`config.mk`:
```
export PLATFORM = sky130hd
export DESIGN_NAME = lagarto_pmu_counters
export DESIGN_NICKNAME = d
export VERILOG_FILES = /design/src/rtl/lagarto_pmu_counters.sv
export SDC_FILE = /design/constraint.sdc
export NUM_CORES = 2
export LEC_CHECK = 0
export ABC_AREA = 1
export CAP_MARGIN = 20
export CORE_ASPECT_RATIO = 1.2
export CORE_MARGIN = 1.5
export CORE_UTILIZATION = 35
export DETAILED_ROUTE_END_ITERATION = 7
export SYNTH_ARGS = -nofsm -noshare
export SYNTH_HDL_FRONTEND = slang
export SYNTH_SLANG_ARGS = --single-unit
export TNS_END_PERCENT = 100
```
`constraint.sdc`:
```
create_clock -name clk_i -period 3 [get_ports clk_i]
set_input_delay 0.45 -clock clk_i [delete_from_list [all_inputs] [get_ports clk_i]]
set_output_delay 0.45 -clock clk_i [all_outputs]
set_load 0.02 [all_outputs]
```
`src/rtl/lagarto_pmu_counters.sv`:
```
// -----------------------------------------------------------------------------
// lagarto_pmu_counters
//
// Programmable performance-counter bank for the Lagarto tile. Each of the
// NUM_CNT counters selects one bit of the registered PMU event vector and
// increments on every cycle that bit is high while CTRL.EN is set. Software
// accesses the bank through a valid/ready request port with a one-entry
// response buffer. A level interrupt is raised when an enabled counter
// overflows.
//
// Ports:
//   clk_i          clock
//   reset_l        asynchronous active-low reset
//   pmu_sig_i      per-cycle event pulses (bit 0 is the cycle event)
//   req_valid_i    request valid
//   req_ready_o    request accepted when valid & ready
//   req_we_i       1 = write, 0 = read
//   req_addr_i     register word address
//   req_wdata_i    write data
//   rsp_valid_o    response valid, held until rsp_ready_i
//   rsp_ready_i    response consumed when valid & ready
//   rsp_rdata_o    read data (0 for writes)
//   rsp_err_o      access hit an unmapped address
//   overflow_irq_o level interrupt: |(OVF_STATUS & OVF_IRQ_EN)
//
// Register map (word addresses):
//   0x00 CTRL        bit0 EN, bit1 CLR (self-clearing), bit2 FREEZE
//   0x01 OVF_STATUS  per-counter overflow flags, write-1-to-clear
//   0x02 OVF_IRQ_EN  per-counter interrupt enables
//   0x08+i EVSEL[i]  5-bit event select
//   0x10+i CNT[i]    counter value
// -----------------------------------------------------------------------------
module lagarto_pmu_counters #(
    parameter int NUM_EVENTS = 25,
    parameter int NUM_CNT    = 8,
    parameter int CNT_W      = 64,
    parameter int ADDR_W     = 6
) (
    input  logic                  clk_i,
    input  logic                  reset_l,
    input  logic [NUM_EVENTS-1:0] pmu_sig_i,
    input  logic                  req_valid_i,
    output logic                  req_ready_o,
    input  logic                  req_we_i,
    input  logic [ADDR_W-1:0]     req_addr_i,
    input  logic [63:0]           req_wdata_i,
    output logic                  rsp_valid_o,
    input  logic                  rsp_ready_i,
    output logic [63:0]           rsp_rdata_o,
    output logic                  rsp_err_o,
    output logic                  overflow_irq_o
);

    localparam int SEL_W = 5;

    // Global state
    logic [NUM_EVENTS-1:0] sig_reg;
    logic                  ctrl_en_reg, ctrl_en_next;
    logic                  ctrl_frz_reg, ctrl_frz_next;
    logic [NUM_CNT-1:0]    ovf_status_reg, ovf_status_next;
    logic [NUM_CNT-1:0]    ovf_irq_en_reg;
    logic                  rsp_valid_reg;
    logic [63:0]           rsp_rdata_reg;
    logic                  rsp_err_reg;

    // Per-counter views
    logic [CNT_W-1:0]      cnt_val   [NUM_CNT];
    logic [SEL_W-1:0]      evsel_val [NUM_CNT];
    logic [NUM_CNT-1:0]    ovf_set;
    logic [NUM_CNT-1:0]    hit_evsel;
    logic [NUM_CNT-1:0]    hit_cnt;

    // Request decode
    logic req_fire, wr_fire;
    logic hit_ctrl, hit_ovf, hit_irqen, mapped;
    logic clr_req;
    logic [63:0] rd_data;

    assign req_ready_o = !rsp_valid_reg || rsp_ready_i;
    assign req_fire    = req_valid_i && req_ready_o;
    assign wr_fire     = req_fire && req_we_i;

    assign hit_ctrl  = (req_addr_i == ADDR_W'(0));
    assign hit_ovf   = (req_addr_i == ADDR_W'(1));
    assign hit_irqen = (req_addr_i == ADDR_W'(2));
    assign mapped    = hit_ctrl || hit_ovf || hit_irqen || (|hit_evsel) || (|hit_cnt);

    // CLR overrides every counter update on the accept edge.
    assign clr_req = wr_fire && hit_ctrl && req_wdata_i[1];

    generate
        for (genvar gi = 0; gi < NUM_CNT; gi++) begin : g_cnt
            logic [CNT_W-1:0] cnt_reg, cnt_next;
            logic [SEL_W-1:0] evsel_reg;
            logic             sel_bit;
            logic             inc;
            logic             cnt_wr;

            assign hit_evsel[gi] = (req_addr_i == ADDR_W'(8 + gi));
            assign hit_cnt[gi]   = (req_addr_i == ADDR_W'(16 + gi));
            assign cnt_wr        = wr_fire && hit_cnt[gi];

            // Selects beyond the event vector never match, so they never count.
            always_comb begin
                sel_bit = 1'b0;
                for (int e = 0; e < NUM_EVENTS; e++) begin
                    if (evsel_reg == SEL_W'(e)) sel_bit = sig_reg[e];
                end
            end

            assign inc = ctrl_en_reg && sel_bit;

            // Overflow only when the increment really takes effect.
            assign ovf_set[gi] = inc && (&cnt_reg) && !clr_req && !cnt_wr;

            always_comb begin
                cnt_next = cnt_reg;
                if (clr_req)     cnt_next = '0;
                else if (cnt_wr) cnt_next = req_wdata_i[CNT_W-1:0];
                else if (inc)    cnt_next = cnt_reg + CNT_W'(1);
            end

            always_ff @(posedge clk_i or negedge reset_l) begin
                if (!reset_l) begin
                    cnt_reg   <= '0;
                    evsel_reg <= SEL_W'(gi);
                end else begin
                    cnt_reg <= cnt_next;
                    if (wr_fire && hit_evsel[gi]) evsel_reg <= req_wdata_i[SEL_W-1:0];
                end
            end

            assign cnt_val[gi]   = cnt_reg;
            assign evsel_val[gi] = evsel_reg;
        end
    endgenerate

    // Read mux over pre-edge register state.
    always_comb begin
        rd_data = '0;
        if (hit_ctrl)  rd_data = {61'd0, ctrl_frz_reg, 1'b0, ctrl_en_reg};
        if (hit_ovf)   rd_data = 64'(ovf_status_reg);
        if (hit_irqen) rd_data = 64'(ovf_irq_en_reg);
        for (int i = 0; i < NUM_CNT; i++) begin
            if (hit_evsel[i]) rd_data = 64'(evsel_val[i]);
            if (hit_cnt[i])   rd_data = 64'(cnt_val[i]);
        end
    end

    // CTRL and overflow status next-state. A fresh overflow beats a W1C on
    // the same edge; FREEZE drops EN as soon as any counter wraps.
    always_comb begin
        ctrl_en_next  = ctrl_en_reg;
        ctrl_frz_next = ctrl_frz_reg;
        if (wr_fire && hit_ctrl) begin
            ctrl_en_next  = req_wdata_i[0];
            ctrl_frz_next = req_wdata_i[2];
        end
        if (ctrl_frz_reg && (|ovf_set)) ctrl_en_next = 1'b0;

        ovf_status_next = ovf_status_reg;
        if (wr_fire && hit_ovf) ovf_status_next = ovf_status_reg & ~req_wdata_i[NUM_CNT-1:0];
        ovf_status_next = ovf_status_next | ovf_set;
    end

    always_ff @(posedge clk_i or negedge reset_l) begin
        if (!reset_l) begin
            sig_reg        <= '0;
            ctrl_en_reg    <= 1'b0;
            ctrl_frz_reg   <= 1'b0;
            ovf_status_reg <= '0;
            ovf_irq_en_reg <= '0;
            rsp_valid_reg  <= 1'b0;
            rsp_rdata_reg  <= '0;
            rsp_err_reg    <= 1'b0;
        end else begin
            sig_reg        <= pmu_sig_i;
            ctrl_en_reg    <= ctrl_en_next;
            ctrl_frz_reg   <= ctrl_frz_next;
            ovf_status_reg <= ovf_status_next;
            if (wr_fire && hit_irqen) ovf_irq_en_reg <= req_wdata_i[NUM_CNT-1:0];

            if (req_fire) begin
                rsp_valid_reg <= 1'b1;
                rsp_rdata_reg <= req_we_i ? 64'd0 : rd_data;
                rsp_err_reg   <= !mapped;
            end else if (rsp_ready_i) begin
                rsp_valid_reg <= 1'b0;
            end
        end
    end

    assign rsp_valid_o    = rsp_valid_reg;
    assign rsp_rdata_o    = rsp_rdata_reg;
    assign rsp_err_o      = rsp_err_reg;
    assign overflow_irq_o = |(ovf_status_reg & ovf_irq_en_reg);

endmodule

```
==> run_results.csv <==
group,metric,value,unit
outcome,outcome,"finished with violations",
outcome,violations,"negative setup slack",
placed_design,pre_cts_ws,-0.673,ns
sta,hold_viol_final,0,
cells_and_area,areaGrowthSynthToFinish,48.3,%
clocking,clock_latency,0.72,ns
power_and_ir_drop,p_leak,31.6,nW
yosys,synth_compound_area_share,23.3,%
floorplan,core_region_area,139000,um^2
global_routing,grt_start_max_net_pins,71,
floorplan,ios,168,
critical_path,cp.required,3.59,ns
yosys,synth_top_family_by_area,"simple AND/OR/NAND/NOR gates",
worst_hold_path,hold_end,"sig_reg[14]",
route,ant_nets,0,
cells_and_area,largest_reg_flops,512,
critical_path,startpoint_type,"register",
critical_path,critical_path_class,"reg2reg",
floorplan,die-area,142000,um^2
power_and_ir_drop,ir_drop,0.000432,V
route,wire_per_inst,26.3,um
yosys,syn_inst,7031,
global_routing,grt_usage,35.5,%
sta,hold-worst-slack,0.177,ns
critical_path,rr_worst_depth,22,
floorplan,dieWidth,344,um
global_routing,grt_pass1_wl,375000,um
route,vias_per_cell,5.93,
sta,layout_setup_ws,-0.548,ns
critical_path,cp.arrival,4.14,ns
cells_and_area,drive_above_1_share,29.1,%
clocking,cts_made_buffers,84,
clocking,clk_path_buf_depth,3,
yosys,ys_seq_area_share,33.9,%
sta,rsz0062_at_grt,"true",
power_and_ir_drop,cellPowerDensity,580,nW/um^2
yosys,synthSimpleGateAreaFrac,27.4,%
worst_hold_path,hold_class,"in2reg",
sta,finalSetupViolations,96,
sta,drv_slew,0,
critical_path,crit_path_start,"g_cnt[7].cnt_reg[0]",
cells_and_area,nNetsFinal,8565,
clocking,htreeDepth,3,
critical_path,r2r_start,"g_cnt[7].cnt_reg[0]",
placed_design,dp_hpwl,199000,um
clocking,cts_tree,"built",
yosys,async_flop_share,100,%
critical_path,r2r-end,"ctrl_en_reg",
route,wirelength,272000,um
placed_design,gp_congestion,1.04,
global_routing,antenna_found_initial,6,
yosys,synth_adder_area_share,0.205,%
sta,period_share,118,%
yosys,synth-warning-count,0,
floorplan,initial_core_util,35.2,%
worst_hold_path,min-delay-start,"pmu_sig_i[14]",
floorplan,rows,150,
cells_and_area,multi_input_area,31100,um^2
critical_path,crit_path_end_kind,"register",
route,drc,0,
critical_path,r2r_slack,-0.55,ns
sta,fmax,0.282,GHz
worst_hold_path,whs_path_depth,1,
floorplan,die_y,412,um
global_routing,grt_pass1_vias,56000,
route,vias,61400,
cells_and_area,seq_area,16600,um^2
yosys,syn_avg_cell_area,6.96,um^2
yosys,yosys.cell_types.count,68,
yosys,ys_ff_latch,661,
route,drtPass1Iterations,7,
yosys,synthMuxAreaShare,0.138,%
clocking,cts_sinks,661,
sta,clock_skew,0.0326,ns
yosys,synth_edf_count,0,
global_routing,overflow,0,
sta,fin_setup_tns,-12.65,ns
clocking,clkTransAtPathRegs,0.06,ns
yosys,syn-num-nets,7139,
yosys,synth-main-ff-cell,"dfrtp_1",
yosys,netlist_area,48900,um^2
critical_path,crit_fanout,2,
route,drt_iter0_markers,7653,
yosys,synthXorXnorAreaFrac,4.78,%
clocking,root_buffer,"clkbuf_16",
sta,worst_slew_pin_slew,1.19,ns
cells_and_area,fillers,13400,
placed_design,portBuffers,167,
power_and_ir_drop,post-layout-total-power,42.1,mW
sta,relSlewSlack,20.1,%
sta,fin_crit,3.55,ns
flow_run,cap_violations,0,
## worst max path at each step
stage                                       to  slack, ns  depth (start not counted)
after detailed placement           ctrl_en_reg      -0.67                         17
final                              ctrl_en_reg      -0.55                         22
after global routing               ctrl_en_reg      -0.69                         22
after CTS                 g_cnt[7].cnt_reg[52]      -0.62                         20
after global placement             ctrl_en_reg      -0.75                         17
after floorplan           g_cnt[5].cnt_reg[47]       0.19                         13
## final cells by class
type                            count  share of cell area, %
Antenna cell                        1                0.00345
Timing Repair Buffer             1674                   22.2
Multi-Input combinational cell   5070                   42.8
Clock buffer                      119                   3.36
Sequential cell                   661                   22.8
Inverter                          966                   5.04
Clock inverter                     34                  0.570
Tap cell                         1824                   3.15
## cells in the final DEF (no fill, tap or decap), types with 41 or more instances in the layout
cell type / synthesis / routed
nand2_1: 1359 / 1234
buf_4: 6 / 1174
inv_1: 918 / 873
dfrtp_1: 649 / 642
o21ai_0: 772 / 478
nor2_1: 485 / 339
a21oi_1: 342 / 312
o21ai_1: 66 / 307
xor2_1: 264 / 261
nor3_1: 278 / 247
nand3_1: 297 / 235
o211ai_1: 185 / 185
nand4_1: 163 / 163
clkdlybuf4s50_1: 0 / 163
nor4_1: 167 / 142
buf_6: 1 / 141
clkbuf_16: 0 / 136
buf_12: 0 / 112
nor2_4: 11 / 100
o221ai_1: 128 / 98
nor2_2: 40 / 97
nand2_2: 17 / 91
a22oi_1: 84 / 83
o2111ai_1: 118 / 77
inv_2: 34 / 67
o21ai_2: 1 / 54
nand3_2: 8 / 53
nand2_4: 1 / 41
## cell usage after synthesis (20+ instances only)
cell type,number,area share (%)
a221oi_1,31,0.56
o2111ai_1,118,2.1
a32oi_1,25,0.45
buf_2,72,0.74
nand2_1,1359,10
nor2_2,40,0.51
inv_1,918,7.0
nor3_2,24,0.49
a21oi_1,342,3.5
o21ai_1,66,0.68
nor2_1,485,3.7
o22ai_1,33,0.42
clkbuf_1,243,1.9
o211ai_1,185,2.8
buf_1,20,0.15
dfrtp_1,649,33
xor2_1,264,4.7
nor4_1,167,2.1
o221ai_1,128,2.3
o21ai_0,772,7.9
inv_2,34,0.26
nor3_1,278,2.8
nand4_1,163,2.1
a22oi_1,84,1.3
nand3_1,297,3.0
## critical path, stage by stage, from the launching register on
cell     delay (ns)
dfrtp_1        0.36
ha_2           0.20
nand2_2        0.07
nor2_4         0.11
nand4_1        0.16
nor3_2         0.23
nand4_1        0.19
nor2_2         0.15
nand4_1        0.20
nor2_1         0.16
nand4_1        0.20
nor2_2         0.18
nand4_1        0.17
nor2_2         0.15
nand4_1        0.17
buf_6          0.20
nor2_4         0.07
buf_6          0.13
nand2_8        0.07
nand3_4        0.07
nor2_4         0.05
nand3_2        0.08
a21oi_2        0.05
## metrics by stage
step	std cells	area, um^2	util (%)
after detailed placement	9867	61800	44.5
after global placement	9866	61800	44.4
final	10300	72500	52.1
after global routing	10300	72500	52.1
after floorplan	7031	48900	-
after CTS	10200	66900	48.1
## routing by layer
layer | track usage (%) | up-vias | routed length (um)
met4 | 25.5 | 2 | 23500
met3 | 6.10 | 1010 | 25200
li1 | - | 27300 | -
met2 | 54.8 | 3518 | 118000
met5 | 0 | - | 8
met1 | 44.5 | 29600 | 105000
## cell families after synthesis
logic type      count (synthesis)
fa+ha+maj                       8
xor+xnor                      267
flops                         661
buf+inv                      1309
simple gates                 2919
compound gates               1861
mux                             6
## power by group
group,switching (mW),total (mW),internal [mW]
logic,10.5,17.2,6.70
registers,2.44,13.8,11.4
clock network,4.65,11.0,6.35
## timing repair
action | in CTS | in global routing
hold endpoints to repair | 31 | 0
gates resized for setup | 289 | 1038
gates cloned | 1 | 75
hold buffers | 1 | 0
pin swaps | 107 | 279
buffers inserted | 154 | 156
endpoints found under the setup margin | 256 | 525
No activity file was read; power rests on OpenSTA's default activity.
